`src/rtl/bn_ctrl.sv`:
```
// Purpose : batch-norm sequencer; counts accumulator beats per channel/pixel, issues BN param reads, pipelines valid/data to bn_unit.
// Latency : beat at t -> rd_en/rd_addr at t, fout_result_valid/data/param a at t+1, param b at t+2, bn_result_valid at t+3.
// Backpressure: none; one beat per cycle is accepted in RUN, beats outside RUN are dropped.
//
// Ports:
//   clk, rst_n                          clock, async active-low reset
//   layer_start, cfg_*                  layer kick-off; config latched only when IDLE
//   fout_valid_in, fout_data_in         accumulator beats, channel-innermost order
//   bnbuf_rd_en/addr, bnbuf_rd_data_a/b BN parameter buffer read port (1-cycle latency)
//   fout_result_valid, bn_input_data,
//   bn_param_data_a/b, bn_enable_layer  feed to bn_unit
//   bn_result_valid                     bn_unit output valid (2 cycles after fout_result_valid)
//   busy, layer_done                    layer status

`ifndef PARAM_BNBUF_DATA_WIDTH
`define PARAM_BNBUF_DATA_WIDTH 16
`endif

module bn_ctrl #(
  parameter int BN_DATA_WIDTH    = `PARAM_BNBUF_DATA_WIDTH,
  parameter int BNBUF_ADDR_WIDTH = 10,
  parameter int PIX_CNT_WIDTH    = 16
) (
  input  logic                        clk,
  input  logic                        rst_n,
  input  logic                        layer_start,
  input  logic                        cfg_bn_enable,
  input  logic [BNBUF_ADDR_WIDTH:0]   cfg_oc_num,
  input  logic [PIX_CNT_WIDTH-1:0]    cfg_pix_num,
  input  logic                        fout_valid_in,
  input  logic [BN_DATA_WIDTH-1:0]    fout_data_in,
  output logic                        bnbuf_rd_en,
  output logic [BNBUF_ADDR_WIDTH-1:0] bnbuf_rd_addr,
  input  logic [BN_DATA_WIDTH-1:0]    bnbuf_rd_data_a,
  input  logic [BN_DATA_WIDTH-1:0]    bnbuf_rd_data_b,
  output logic                        fout_result_valid,
  output logic [BN_DATA_WIDTH-1:0]    bn_input_data,
  output logic [BN_DATA_WIDTH-1:0]    bn_param_data_a,
  output logic [BN_DATA_WIDTH-1:0]    bn_param_data_b,
  output logic                        bn_enable_layer,
  output logic                        bn_result_valid,
  output logic                        busy,
  output logic                        layer_done
);

  localparam logic [BNBUF_ADDR_WIDTH:0]   OC_ONE  = 1;
  localparam logic [BNBUF_ADDR_WIDTH-1:0] CH_ONE  = 1;
  localparam logic [PIX_CNT_WIDTH-1:0]    PIX_ONE = 1;

  typedef enum logic [1:0] {
    S_IDLE  = 2'd0,
    S_RUN   = 2'd1,
    S_DRAIN = 2'd2
  } state_t;

  state_t                      r_state;
  state_t                      w_state_nxt;
  logic [1:0]                  r_drain_cnt;
  logic                        r_bn_en;
  logic [BNBUF_ADDR_WIDTH:0]   r_oc_num;
  logic [PIX_CNT_WIDTH-1:0]    r_pix_num;
  logic [BNBUF_ADDR_WIDTH-1:0] r_ch_cnt;
  logic [PIX_CNT_WIDTH-1:0]    r_pix_cnt;
  logic                        r_frv;
  logic [BN_DATA_WIDTH-1:0]    r_data;
  logic [BN_DATA_WIDTH-1:0]    r_param_b;
  logic                        r_vld_d1;
  logic                        r_vld_d2;

  logic w_start;
  logic w_cfg_empty;
  logic w_accept;
  logic w_ch_last;
  logic w_pix_last;
  logic w_final;
  logic w_layer_done;

  assign w_start     = layer_start && (r_state == S_IDLE);
  assign w_cfg_empty = (cfg_oc_num == '0) || (cfg_pix_num == '0);
  assign w_accept    = (r_state == S_RUN) && fout_valid_in;
  // Channel counter is one bit narrower than cfg_oc_num, so extend before comparing.
  assign w_ch_last   = ({1'b0, r_ch_cnt} == (r_oc_num - OC_ONE));
  assign w_pix_last  = (r_pix_cnt == (r_pix_num - PIX_ONE));
  assign w_final     = w_accept && w_ch_last && w_pix_last;

  // State register
  always_ff @(posedge clk or negedge rst_n) begin
    if (!rst_n) begin
      r_state     <= S_IDLE;
      r_drain_cnt <= 2'd0;
    end else begin
      r_state     <= w_state_nxt;
      r_drain_cnt <= (r_state == S_DRAIN) ? (r_drain_cnt + 2'd1) : 2'd0;
    end
  end

  // Next state; layer_done fires on the third DRAIN cycle, which lines up
  // with the final beat's bn_result_valid.
  always_comb begin
    w_state_nxt  = r_state;
    w_layer_done = 1'b0;
    case (r_state)
      S_IDLE: begin
        if (layer_start) w_state_nxt = w_cfg_empty ? S_DRAIN : S_RUN;
      end
      S_RUN: begin
        if (w_final) w_state_nxt = S_DRAIN;
      end
      S_DRAIN: begin
        if (r_drain_cnt == 2'd2) begin
          w_state_nxt  = S_IDLE;
          w_layer_done = 1'b1;
        end
      end
      default: w_state_nxt = S_IDLE;
    endcase
  end

  // Config latch and channel/pixel counters
  always_ff @(posedge clk or negedge rst_n) begin
    if (!rst_n) begin
      r_bn_en   <= 1'b0;
      r_oc_num  <= '0;
      r_pix_num <= '0;
      r_ch_cnt  <= '0;
      r_pix_cnt <= '0;
    end else if (w_start) begin
      r_bn_en   <= cfg_bn_enable;
      r_oc_num  <= cfg_oc_num;
      r_pix_num <= cfg_pix_num;
      r_ch_cnt  <= '0;
      r_pix_cnt <= '0;
    end else if (w_accept) begin
      if (w_ch_last) begin
        r_ch_cnt  <= '0;
        r_pix_cnt <= r_pix_cnt + PIX_ONE;
      end else begin
        r_ch_cnt  <= r_ch_cnt + CH_ONE;
      end
    end
  end

  // Datapath pipeline: stage 1 lines data up with param a from the buffer,
  // param b is held one more cycle to meet the second BN stage.
  always_ff @(posedge clk or negedge rst_n) begin
    if (!rst_n) begin
      r_frv     <= 1'b0;
      r_data    <= '0;
      r_param_b <= '0;
      r_vld_d1  <= 1'b0;
      r_vld_d2  <= 1'b0;
    end else begin
      r_frv     <= w_accept;
      if (w_accept) r_data <= fout_data_in;
      r_param_b <= bnbuf_rd_data_b;
      r_vld_d1  <= r_frv;
      r_vld_d2  <= r_vld_d1;
    end
  end

  assign bnbuf_rd_en       = w_accept && r_bn_en;
  assign bnbuf_rd_addr     = r_ch_cnt;
  assign fout_result_valid = r_frv;
  assign bn_input_data     = r_data;
  assign bn_param_data_a   = bnbuf_rd_data_a;
  assign bn_param_data_b   = r_param_b;
  assign bn_enable_layer   = r_bn_en;
  assign bn_result_valid   = r_vld_d2;
  assign busy              = (r_state != S_IDLE);
  assign layer_done        = w_layer_done;

endmodule
```
`config.mk`:
```
export PLATFORM = sky130hd
export DESIGN_NAME = bn_ctrl
export DESIGN_NICKNAME = d
export VERILOG_FILES = /design/src/rtl/bn_ctrl.sv
export SDC_FILE = /design/constraint.sdc
export NUM_CORES = 1
export LEC_CHECK = 0
export CAP_MARGIN = 30
export CORE_MARGIN = 5
export CORE_UTILIZATION = 48
export CTS_CLUSTER_SIZE = 16
export DETAILED_ROUTE_END_ITERATION = 8
export PLACE_DENSITY_LB_ADDON = 0.15
export SLEW_MARGIN = 20
export SYNTH_ARGS = -nofsm -noshare
export SYNTH_HDL_FRONTEND = slang
export SYNTH_SLANG_ARGS = --single-unit
```
`constraint.sdc`:
```
create_clock -name clk -period 3.6 [get_ports clk]
set_clock_uncertainty 0.05 [all_clocks]
set_input_delay 0.36 -clock clk [delete_from_list [all_inputs] [get_ports clk]]
set_output_delay 0.36 -clock clk [all_outputs]
set_load 0.005 [all_outputs]
```
### Word-level counts from Yosys, hierarchy flattened

Index checks and enable logic that the tools add are counted.

* bits in registers: 93
* input port bits: 80
* output and inout port bits: 64
* logic and storage cells: 53

* add/subtract/negate cells: 5
* equal/unequal tests: 8
* multiplexer cells: 14
* reductions and logical operators: 14

Operators with widths (number)
* $mux 16: 3
* $mux 10: 3
* $add 16x1->16 const B: 1
* $eq 16x16->1: 1
* $logic_not 16->1: 1
* $sub 16x1->16 const B: 1
* $eq 10x11->1: 1
* $logic_not 11->1: 1
* $sub 11x1->11 const B: 1
* $add 10x1->10 const B: 1
* $mux 2: 5
* $pmux 2 s3: 1
* $reduce_bool 2->1: 3
* $logic_and 1x1->1: 5
* $eq 2x2->1 const B: 2
* $ne 2x2->1 const B: 2
* $reduce_and 3->1: 1
* $add 2x1->2 const B: 1
* $eq 2x1->1 const B: 1
* $logic_not 2->1: 1
* $mux 1: 2
* $ne 2x1->1 const B: 1
* $reduce_and 2->1: 1
* $logic_or 1x1->1: 1

### Longest topological paths before layout

* depth in word-level cells: 6
* mapped depth: 11

### Worst setup path after synthesis

Ideal clock, no wire load.

* kind: register to register
* from: reg r_oc_num[0]
* to: reg r_pix_cnt[9]
* library setup time: 78 ps
* arrival: 2677 ps
* data required time: 3472 ps
* path slack: 795 ps
* stages on the path, launching flop included: 12
* period minus slack after synthesis: 2805 ps
* path through: dfrtp_1 clkbuf_1 inv_1 ha_1 nor4b_4 nand3b_1 xnor2_1 a2111oi_4 nand4_1 buf_2 or4_1 a21oi_1

* word-level cells in the longest chain between the ends: 4

Ends and longest elaborated chain
* start, declared: RTL line 60 `logic [BNBUF_ADDR_WIDTH:0] r_oc_num;`
* start signal, assigned: RTL line 129 `r_oc_num <= cfg_oc_num;`
* $sub 11x1->11: RTL line 82 `assign w_ch_last = ({1'b0, r_ch_cnt} == (r_oc_num - OC_ONE));`
* $eq 10x11->1: RTL line 82
* $reduce_bool 2->1 (no line)
* $reduce_and 2->1 (no line)
* end signal, assigned: RTL line 136 `r_pix_cnt <= r_pix_cnt + PIX_ONE;`
* end, declared: RTL line 63 `logic [PIX_CNT_WIDTH-1:0] r_pix_cnt;`

No other way between the ends.
A chain may end at the register's enable or synchronous reset.

### Worst setup path after layout

* from: reg r_oc_num[0]
* to: reg r_pix_cnt[14]

The elaborated chain is that of the path after synthesis.

==> results.py <==
metrics = {
    "power_and_ir_drop": {
        "ir_drop_uv": 431,
        "power.total_mw": 3.97,
        "p_per_area_mw_per_mm2": 645,
        "clockPowerShare_pct": 15.7,
        "p_int_mw": 2.38,
        "pwr-share-comb_pct": 41.1,
        "p_sw_mw": 1.59,
        "power_frac_seq_pct": 43.2,
        "switching_share_pct": 40.1,
        "p_leak_nw": 2.62,
    },
    "clocking": {
        "cts_sinks": 93,
        "htreeDepth": 3,
        "numCtsBuffers": 9,
        "clkTransAtPathRegs_ns": 0.09,
        "postCtsHoldBufs": 0,
        "cts.repair.resized": 0,
        "cts_tree": "built",
        "root_buffer": "clkbuf_8",
        "cts_setup_buffers": 0,
        "cts_buffer_depth": 2,
        "insertion_delay_ns": 0.38,
    },
    "worst_setup_path": {
        "cpLargestDelayFamily": "simple AND/OR/NAND/NOR gates",
        "cp_slowest_stage_delay_ns": 0.52,
        "path_max_fanout": 20,
        "start_kind": "flip-flop",
        "arrival_ns": 3.35,
        "path_cells": "inv_1 > ha_1 > nor4b_4 > nand3b_1 > xnor2_1 > a2111oi_4 > nand4_1 > buf_4 > or4_1 > a21oi_1",
        "required_ns": 3.85,
        "cp.buffers_inverters": 2,
        "worstSetupPathType": "flip-flop to flip-flop",
        "crit_path_end_kind": "flip-flop",
        "crit_slowest_cell": "or4_1",
    },
    "sta": {
        "tightest_slew_ns": 0.886,
        "rsz0062_at_grt": "false",
        "relSlewSlack_pct": 40.9,
        "setup_tns_ns": 0,
        "finalHoldViolCount": 0,
        "drv_slew": 0,
        "finalCritPeriodShare_pct": 86.1,
        "setup-violations-final": 0,
        "max_freq_ghz": 0.323,
        "min_period_ns": 3.10,
    },
    "logic_synthesis": {
        "synth.yosys.seq_area_share_pct": 47.7,
        "postSynth.asyncResetShare_pct": 100,
        "synth_cell_type_count": 60,
        "synthesis.area_mm2": 0.00488,
        "ys_seq_elements": 93,
        "synth_flop_cell": "dfrtp_1",
        "synth_edf_count": 0,
        "synth_top_cell_by_area": "dfrtp_1",
        "synthTopCellsByArea": "dfrtp_1 48%, nand2_1 10%, a21oi_1 2.8%",
        "yosysTopAreaCellShare_pct": 47.7,
        "syn_inst": 541,
        "ys_warn_count": 0,
        "synth_nets": 626,
        "syn_area_per_cell_um2": 9.01,
    },
    "floorplanning": {
        "chipHeight_um": 111,
        "start_util_pct": 49.7,
        "num_io_pins": 144,
        "die_x_um": 111,
        "die_area_mm2": 0.0123,
        "row_count": 36,
        "coreArea_mm2": 0.00982,
    },
    "global_routing": {
        "use_met1_pct": 27.7,
        "grt_pass1_wl_mm": 21.0,
        "grt_max_degree": 79,
        "grt_busiest_layer": "met2",
        "grt.overflow.total": 0,
        "antenna_found_initial": 0,
        "gr-usage-met3_pct": 9.01,
        "grtUsageTotal_pct": 20.8,
        "grt_pass1_vias": 4239,
        "use_met2_pct": 30.4,
    },
    "drt": {
        "drc_errors": 0,
        "first_pass_iters": 5,
        "routed_wl_mm": 12.4,
        "vias": 4262,
        "post_drt_wl_per_cell_um": 16.2,
        "drt_iter0_markers": 321,
        "ant_nets": 0,
        "via_per_inst": 5.56,
    },
    "cells_and_area": {
        "final_common_cell": "nand2_1",
        "final_area_mm2": 0.00616,
        "areaGrowthSynthToFinish_pct": 26.4,
        "nNetsFinal": 714,
        "diodes": 0,
        "mostFrequentLayoutCells": "132 x nand2_1, 110 x clkdlybuf4s50_1, 93 x dfrtp_1",
        "fin_cells": 767,
        "fill_cells": 890,
        "drive_gt1_share_pct": 5.36,
        "utilization_pct": 62.8,
    },
    "placement": {
        "place_area_mm2": 0.00596,
        "dp_hpwl_mm": 9.12,
        "placed_cells_incl_taps": 749,
        "io_buffers": 111,
        "gp_congestion": 0.886,
    },
    "worst_hold_path": {
        "hold_class": "flip-flop to flip-flop",
    },
    "flow_run": {
        "drv_cap": 0,
    },
    "run_status": {
        "status": "finished, final reports clean",
    },
}
-- final timing paths --
path                             start  slack, ns  depth (start not counted)                  to
max                        r_oc_num[0]       0.50                         10       r_pix_cnt[14]
min                           r_vld_d1       0.31                          0     bn_result_valid
max reg2reg                r_oc_num[0]       0.50                         10       r_pix_cnt[14]
min reg2reg                   r_vld_d1       0.31                          0     bn_result_valid
max in group asynchronous        rst_n       2.22                          4       r_pix_num[12]
min in group asynchronous        rst_n       0.42                          2  bn_param_data_b[9]
-- cells in the mapped netlist, types with 2 or more instances --
cell type and count:
o21ai_0 21, a41oi_1 2, nor2_1 20, and3_1 7, or4_1 16, buf_2 2, ha_1 5, o31ai_1 13
nor3_1 5, o211ai_1 2, o2111ai_1 2, buf_4 18, nand3_1 14, clkbuf_1 21, inv_1 20, dfrtp_1 93
nand3b_1 4, nor2b_1 2, o311a_1 2, or3_1 6, nor3b_1 3, a211oi_1 2, nand4_1 9, xor2_1 13
nand2_1 132, a2bb2oi_1 2, xnor2_1 15, a31oi_1 10, nand2b_1 8, or2_2 4, a21oi_1 27, and2_1 3
a22o_1 2, nor4_1 10
-- cells by family (layout without fill, tap and decap cells) --
| group | after synthesis | after routing | synth area share [%] |
|---|---|---|---|
| xor+xnor | 28 | 28 | 5.03 |
| simple gates | 252 | 252 | 25.6 |
| flops | 93 | 93 | 47.7 |
| fa+ha+maj | 5 | 5 | 1.28 |
| compound gates | 98 | 98 | 13.4 |
| buf+inv | 63 | 156 | 6.44 |
| mux | 2 | 2 | 0.436 |
-- power by group through the flow --
stage | logic [mW] | registers, mW | clock network (mW)
2_1_floorplan | 1.11 | 1.58 | 0
3_3_place_gp | 1.59 | 1.70 | 0
3_5_place_dp | 1.64 | 1.71 | 0
4_1_cts | 1.64 | 1.71 | 0.644
5_1_grt | 1.83 | 1.77 | 0.692
6_report | 1.63 | 1.72 | 0.624
-- area by class of cell --
type / count / area (um2) / area share [%]
inverter: 20 / 75.1 / 1.22
multi-input combinational: 385 / 2230 / 36.3
clock inverter: 5 / 36.3 / 0.589
clock buffer: 11 / 131 / 2.13
sequential: 93 / 2330 / 37.8
timing repair buffer: 120 / 1190 / 19.3
tap: 133 / 166 / 2.70
-- sequential cells by signal (all words and copies together), names as in the netlist --
register and cells:
bn_enable_layer 1, bn_input_data 16, bn_param_data_b 16, bn_result_valid 1, bnbuf_rd_addr 10, fout_result_valid 1, r_drain_cnt 2, r_oc_num 11
r_pix_cnt 16, r_pix_num 16, r_state 2, r_vld_d1 1
-- routing by layer --
layer / vias to the layer above / wire, um
li1: 2056 / -
met1: 2009 / 5520
met2: 172 / 5420
met3: 25 / 1220
met4: 0 / 268
met5: - / 0
-- worst register-to-register path, delay by kind of cell (launching register included) --
kind / cells / cell delay (ns)
and+or+nand+nor: 4 / 1.16
buffers and inverters: 2 / 0.33
AOI/OAI and AO/OA: 2 / 0.59
DFF: 1 / 0.46
xor gates and xnor gates: 1 / 0.18
adders and majority gates: 1 / 0.27
-- stage by stage --
| stage | worst slack, ns | hold slack, ns |
|---|---|---|
| after floorplan | 0.795 | 0.0144 |
| after global placement | 0.694 | 0.287 |
| after detailed placement | 0.560 | 0.289 |
| after CTS | 0.536 | 0.120 |
| after global routing | 0.269 | 0.319 |
| final | 0.501 | 0.307 |
(Power assumes the default switching activity.)
